===== config.mk =====
export PLATFORM = sky130hd
export DESIGN_NAME = pixel_gen_multi
export DESIGN_NICKNAME = d
export VERILOG_FILES = /design/src/rtl/pixel_gen_multi.sv
export SDC_FILE = /design/constraint.sdc
export NUM_CORES = 1
export LEC_CHECK = 0
export ABC_CLOCK_PERIOD_IN_PS = 4000
export CORE_ASPECT_RATIO = 1.4
export CORE_MARGIN = 1
export CORE_UTILIZATION = 54
export DETAILED_ROUTE_END_ITERATION = 7
export GPL_TIMING_DRIVEN = 1
export PLACE_DENSITY = 0.82
export SYNTH_ARGS = -nofsm -noshare
export SYNTH_HDL_FRONTEND = slang
export SYNTH_SLANG_ARGS = --single-unit

===== constraint.sdc =====
create_clock -name clk -period 4 [get_ports clk]
set_input_delay 0.6 -clock clk [delete_from_list [all_inputs] [get_ports clk]]
set_output_delay 0.6 -clock clk [all_outputs]
set_load 0.03 [all_outputs]

===== src/rtl/pixel_gen_multi.sv =====
`default_nettype none
// +--------------------------------------------------------------------------+
// | pixel_gen_multi : 2-stage pixel colour pipeline for multi-ball pong      |
// | Revision: 1.0                                                            |
// +--------------------------------------------------------------------------+
module pixel_gen_multi #(
  parameter int          NUM_BALLS       = 4,
  parameter int          TOP_MARGIN      = 25,
  parameter int          PADDLE_H        = 72,
  parameter int          FLASH_FRAMES    = 8,
  parameter logic [11:0] WALL_COLOR      = 12'h89C,
  parameter logic [11:0] PADDLE_COLOR    = 12'h24F,
  parameter logic [11:0] FLASH_COLOR     = 12'hFFF,
  parameter logic [11:0] HEADER_BG_COLOR = 12'h135
) (
  input  logic                    clk,
  input  logic                    reset,
  input  logic [9:0]              x,
  input  logic [9:0]              y,
  input  logic                    video_on,
  input  logic                    frame_tick,
  input  logic [10*NUM_BALLS-1:0] ball_x,
  input  logic [10*NUM_BALLS-1:0] ball_y,
  input  logic [NUM_BALLS-1:0]    ball_en,
  input  logic [9:0]              paddle1_y,
  input  logic [9:0]              paddle2_y,
  input  logic [11:0]             bg_pixel,
  input  logic [11:0]             game_over_pixel,
  input  logic [11:0]             text_rgb,
  input  logic                    text_on,
  input  logic                    game_over,
  input  logic [3:0]              ball_speed,
  input  logic                    hit_p1,
  input  logic                    hit_p2,
  output logic [11:0]             rgb
);

  localparam logic [11:0] c_top      = 12'(TOP_MARGIN);
  localparam logic [11:0] c_pad_h    = 12'(PADDLE_H);
  localparam logic [3:0]  c_flash    = 4'(FLASH_FRAMES);
  localparam logic [9:0]  c_wall_l   = 10'd32;
  localparam logic [9:0]  c_wall_r   = 10'd608;
  localparam logic [9:0]  c_pad1_l   = 10'd32;
  localparam logic [9:0]  c_pad1_r   = 10'd40;
  localparam logic [9:0]  c_pad2_l   = 10'd600;
  localparam logic [9:0]  c_pad2_r   = 10'd608;

  // Each ball looks up its own row/column, so no ROM is shared between balls.
  function automatic logic sprite_bit(input logic [2:0] row, input logic [2:0] col);
    logic [7:0] bits;
    case (row)
      3'd0, 3'd7: bits = 8'h3C;
      3'd1, 3'd6: bits = 8'h7E;
      default:    bits = 8'hFF;
    endcase
    return bits[col];
  endfunction

  // Stage-1 registers
  logic                          header_d,  header_q;
  logic                          wall_d,    wall_q;
  logic                          pad1_d,    pad1_q;
  logic                          pad2_d,    pad2_q;
  logic [NUM_BALLS-1:0]          ball_hit_d, ball_hit_q;
  logic [NUM_BALLS-1:0][2:0]     ball_row_d, ball_row_q;
  logic [NUM_BALLS-1:0][2:0]     ball_col_d, ball_col_q;
  logic                          video_on_d, video_on_q;
  logic                          game_over_d, game_over_q;
  logic                          text_on_d, text_on_q;
  logic [11:0]                   bg_d,      bg_q;
  logic [11:0]                   go_pix_d,  go_pix_q;
  logic [11:0]                   text_d,    text_q;
  logic [11:0]                   ball_color_d, ball_color_q;

  // Flash counters and stage-2 output
  logic [3:0]                    flash1_d,  flash1_q;
  logic [3:0]                    flash2_d,  flash2_q;
  logic [11:0]                   rgb_d,     rgb_q;

  logic [11:0]                   w_y12;
  logic [11:0]                   w_p1_top;
  logic [11:0]                   w_p2_top;
  logic                          w_ball_vis;

  assign w_y12    = {2'b00, y};
  assign w_p1_top = {2'b00, paddle1_y} + c_top;
  assign w_p2_top = {2'b00, paddle2_y} + c_top;

  always_comb begin
    header_d    = (w_y12 < c_top);
    wall_d      = (x < c_wall_l) || (x > c_wall_r);
    pad1_d      = (x >= c_pad1_l) && (x <= c_pad1_r) &&
                  (w_y12 >= w_p1_top) && (w_y12 <= w_p1_top + c_pad_h);
    pad2_d      = (x >= c_pad2_l) && (x <= c_pad2_r) &&
                  (w_y12 >= w_p2_top) && (w_y12 <= w_p2_top + c_pad_h);
    video_on_d  = video_on;
    game_over_d = game_over;
    text_on_d   = text_on;
    bg_d        = bg_pixel;
    go_pix_d    = game_over_pixel;
    text_d      = text_rgb;
    case (ball_speed)
      4'd3:    ball_color_d = 12'h880;
      4'd4:    ball_color_d = 12'h080;
      4'd5:    ball_color_d = 12'h800;
      default: ball_color_d = 12'h012;
    endcase
  end

  // 11-bit compares keep positions near 1023 from wrapping onto the left edge.
  always_comb begin
    ball_hit_d = '0;
    ball_row_d = '0;
    ball_col_d = '0;
    for (int i = 0; i < NUM_BALLS; i++) begin
      logic [9:0] bx, by, dx, dy;
      bx = ball_x[i*10 +: 10];
      by = ball_y[i*10 +: 10];
      dx = x - bx;
      dy = y - by;
      ball_hit_d[i] = ball_en[i] &&
                      ({1'b0, x} >= {1'b0, bx}) && ({1'b0, x} <= {1'b0, bx} + 11'd7) &&
                      ({1'b0, y} >= {1'b0, by}) && ({1'b0, y} <= {1'b0, by} + 11'd7);
      ball_col_d[i] = dx[2:0];
      ball_row_d[i] = dy[2:0];
    end
  end

  // game_over clears, then a hit reloads (beating a coincident tick), then tick decrements.
  always_comb begin
    flash1_d = flash1_q;
    flash2_d = flash2_q;
    if (game_over) begin
      flash1_d = 4'd0;
      flash2_d = 4'd0;
    end else begin
      if (hit_p1)
        flash1_d = c_flash;
      else if (frame_tick && (flash1_q != 4'd0))
        flash1_d = flash1_q - 4'd1;
      if (hit_p2)
        flash2_d = c_flash;
      else if (frame_tick && (flash2_q != 4'd0))
        flash2_d = flash2_q - 4'd1;
    end
  end

  always_comb begin
    w_ball_vis = 1'b0;
    for (int i = 0; i < NUM_BALLS; i++) begin
      w_ball_vis = w_ball_vis | (ball_hit_q[i] & sprite_bit(ball_row_q[i], ball_col_q[i]));
    end
  end

  always_comb begin
    rgb_d = bg_q;
    if (!video_on_q)
      rgb_d = 12'h000;
    else if (game_over_q)
      rgb_d = go_pix_q;
    else if (header_q)
      rgb_d = text_on_q ? text_q : HEADER_BG_COLOR;
    else if (wall_q)
      rgb_d = WALL_COLOR;
    else if (pad1_q)
      rgb_d = (flash1_q != 4'd0) ? FLASH_COLOR : PADDLE_COLOR;
    else if (pad2_q)
      rgb_d = (flash2_q != 4'd0) ? FLASH_COLOR : PADDLE_COLOR;
    else if (w_ball_vis)
      rgb_d = ball_color_q;
  end

  always_ff @(posedge clk) begin
    if (reset) begin
      header_q     <= 1'b0;
      wall_q       <= 1'b0;
      pad1_q       <= 1'b0;
      pad2_q       <= 1'b0;
      ball_hit_q   <= '0;
      ball_row_q   <= '0;
      ball_col_q   <= '0;
      video_on_q   <= 1'b0;
      game_over_q  <= 1'b0;
      text_on_q    <= 1'b0;
      bg_q         <= 12'h000;
      go_pix_q     <= 12'h000;
      text_q       <= 12'h000;
      ball_color_q <= 12'h000;
      flash1_q     <= 4'd0;
      flash2_q     <= 4'd0;
      rgb_q        <= 12'h000;
    end else begin
      header_q     <= header_d;
      wall_q       <= wall_d;
      pad1_q       <= pad1_d;
      pad2_q       <= pad2_d;
      ball_hit_q   <= ball_hit_d;
      ball_row_q   <= ball_row_d;
      ball_col_q   <= ball_col_d;
      video_on_q   <= video_on_d;
      game_over_q  <= game_over_d;
      text_on_q    <= text_on_d;
      bg_q         <= bg_d;
      go_pix_q     <= go_pix_d;
      text_q       <= text_d;
      ball_color_q <= ball_color_d;
      flash1_q     <= flash1_d;
      flash2_q     <= flash2_d;
      rgb_q        <= rgb_d;
    end
  end

  assign rgb = rgb_q;

endmodule
`default_nettype wire


==> key figures <==
Floorplan
  • Die Width: 115 um
  • Initial Utilization: a little under three fifths
  • Io pins: 184
  • Die height: ~160 um
  • FP Rows: between 50 and 60
  • Die area: between 15,000 and 20,000 sq um
  • Area of the core: 17,500 sq um

Cells and area
  • Sequential cell area: roughly 1900 sq um
  • Ant diodes: 0
  • Nets: roughly 1,800
  • Share of layout cells above drive strength 1: around 3.3%
  • Commonest non-fill, non-tap cell in the layout: ha_1
  • Fin cells: 1,602
  • P&R area growth vs syn: 25.9%
  • Footprint of the multi-input gates: approximately 7300 sq um
  • Most frequent cells in the layout: ha_1 (210), clkdlybuf4s50_1 (182), inv_1 (118)
  • Filler Cell Count: between 1,000 and 1,500

Synth
  • Syn Area/Cell: between 8 and 9 sq um
  • Synth Warn #: 0
  • Register area share after synthesis: 19.3%
  • Ranking of synthesized cells by area: ha_1 (27%), dfxtp_1 (19%), xnor2_1 (8.5%)
  • EDFF count, synth: 0
  • Post-synth top flop: dfxtp_1
  • Synth top area share: between 20 and 30%
  • Synth cell types: 63
  • Post-Syn Area: about 10000 sq um
  • Cell count after synthesis: between 1,000 and 1,500
  • Ys async rst share: 0%
  • Yosys reg bits: 94
  • Synth area leader: ha_1
  • Syn nets: 1,552

Route
  • Via count: about 9,300
  • DRC Markers: 0
  • Via-per-instance ratio: about 5.8
  • TritonRoute pass-1 iters: 5
  • Initial DRC count: between 500 and 600
  • Final wirelength: 26,600 um
  • DRT antenna net count: 0
  • Routed len/inst: roughly 17 um

Setup path
  • Worst path cell trace: clkdlybuf4s50_1, ha_1, a211o_1, nand2_1, xor2_1, a21boi_0, xnor2_1, ha_1, nand4_1, a21oi_1, a2111oi_0, nor2_1, a221oi_1
  • CP Data Required Time: 4.24 ns
  • Critical Path Max Stage Delay: ~0.48 ns
  • Crit. path cell count: 13
  • Startpoint Class: input port
  • Worst path arrival time: ~3.9 ns
  • Buf+Inv Stages, Crit Path: 1
  • CP startpoint: paddle1_y[0]
  • Crit Path Category: input port to register
  • Crit path max fanout: 5
  • Most common cell type on the critical path: ha_1
  • RR Startpoint: ball_row_q[7]
  • Family with the most delay on the worst path: compound AO/OA/AOI/OAI gates
  • Critical Path Sink Type: register
  • R2R depth: 6
  • CP max-delay cell: clkdlybuf4s50_1

Placed design
  • RePlAce Congestion: between 0.9 and 1
  • HPWL Detailed: about 22,000 um
  • Placed insts: around 1,600
  • # port buffers: between 150 and 200

GRT
  • Pin count of the biggest net entering global routing: between 40 and 50
  • First-pass GRT wire length: between 40,000 and 50,000 um
  • Vias in the first global route: 9,363
  • Initial antenna violation count: 0
  • Total grt overflow: 0
  • Total GRT Usage: 29.0%

Clock tree
  • Post-CTS setup buffer count: 0
  • Hold buffers post-CTS: 0
  • CTS tree: done
  • Root Buffer Master: clkbuf_16
  • CTS buffer count: 9
  • Clock-pin slew on the worst setup and hold paths: ~0.080 ns
  • Gates resized, CTS repair: 0
  • Clk sinks: 94
  • Worst skew pair latency: 0.35 ns
  • H-tree depth: 3
  • Clock Path Buffers: 2

Hold path
  • Worst hold path type: register to register
  • Hold Startpoint: text_q[1]
  • Hold path cells: 2

Timing
  • Pins Over Slew Limit: 0
  • Min Tclk post-route: about 3.7 ns
  • Sum Neg Setup Slack: 0 ns
  • Worst-margin pin slew: around 0.93 ns
  • Worst slew margin: a little under two fifths
  • Tcrit/Tclk final: about 92%
  • Hold Vio Cnt, Final: 0
  • Fmax: between 200 and 300 MHz
  • Setup violators final: 0
  • Skew final: 0.0106 ns
  • RSZ-0062 raised after global routing: false

Power and ir drop
  • VDD IR max: 0.209 mV
  • P_leak: between 5 and 6 nW
  • PD cells: 250 nW/um^2
  • PnR Total Power: a little over 3 mW

Status
  • Outcome: finished, final reports clean

Flow run
  • Number of max-cap violations: 0
power breakdown:
group	total [mW]	switching, mW	internal, mW	leakage (nW)
Sequential	1.02	0.0292	0.990	0.777
Clock	0.835	0.398	0.437	0.145
Combinational	1.21	0.616	0.594	4.52
Total	3.06	1.04	2.02	5.44
worst reg2reg max path: cells and delay by family, from the launching register on:
family	cells	cell delay, ns
AOI/OAI and AO/OA	4	1.00
and+or+nand+nor	1	0.53
DFF	1	0.33
xor gates and xnor gates	1	0.25
synth_stat cells (all sizes together), types with 18 or more instances:
cell type	number
a21o	18
o21ai	31
xnor2	94
nor2b	63
ha	210
a211oi	21
dfxtp	94
nor2	65
nor3	36
clkbuf	18
inv	118
nand4	25
nand2	65
a21oi	67
xor2	25
nand3	22
layer usage:
metal,track usage [%],wire (um),vias up
met5,0,0,-
met3,3.02,1190,88
met2,53.2,13400,293
met4,15.8,1330,0
met1,31.9,10700,4334
li1,-,-,4547
per-stage QoR:
step                utilization (%)  worst slack (ns)  area, sq um  hold slack [ns]
floorplan                         -             0.911         9730            0.418
global placement               68.4             0.214        12000            0.430
detailed placement             68.4            0.0381        12000            0.433
CTS                            70.1             0.401        12200            0.460
global route                   70.1             0.113        12200            0.493
finish                         70.1             0.319        12200            0.455
flip-flops by register name, summed over array words and instances (netlist names):
signal	cells
header_q	1
ball_row_q	12
wall_q	1
ball_color_q	3
game_over_q	1
bg_q	12
go_pix_q	12
ball_col_q	12
video_on_q	1
flash2_q	4
text_on_q	1
pad1_q	1
flash1_q	4
text_q	12
rgb	12
pad2_q	1
ball_hit_q	4
kinds of logic (layout without fill, tap and decap cells):
kind of cell	count (synthesis)	count (layout)	synth area share [%]
DFF	94	94	19.3
xor gates and xnor gates	119	119	10.7
muxes	2	2	0.206
and+or+nand+nor	336	336	17.8
AOI/OAI and AO/OA	256	256	18.0
buffers and inverters	137	341	5.31
adders and majority gates	218	218	28.7
worst paths after layout:
check,slack [ns],endpoint
worst min-delay path,0.45,rgb[1]
worst max-delay path,0.32,pad1_q
worst max register to register,1.75,rgb[2]
worst min register to register,0.45,rgb[1]
cell type report:
class	instances	share of cell area, %
Timing Repair Buffer	207	16.4
Clock buffer	9	1.84
Clock inverter	7	0.511
Tap cell	236	2.41
Inverter	118	3.62
Multi-Input combinational cell	931	59.9
Sequential cell	94	15.4
No activity file was read; power rests on OpenSTA's default activity.
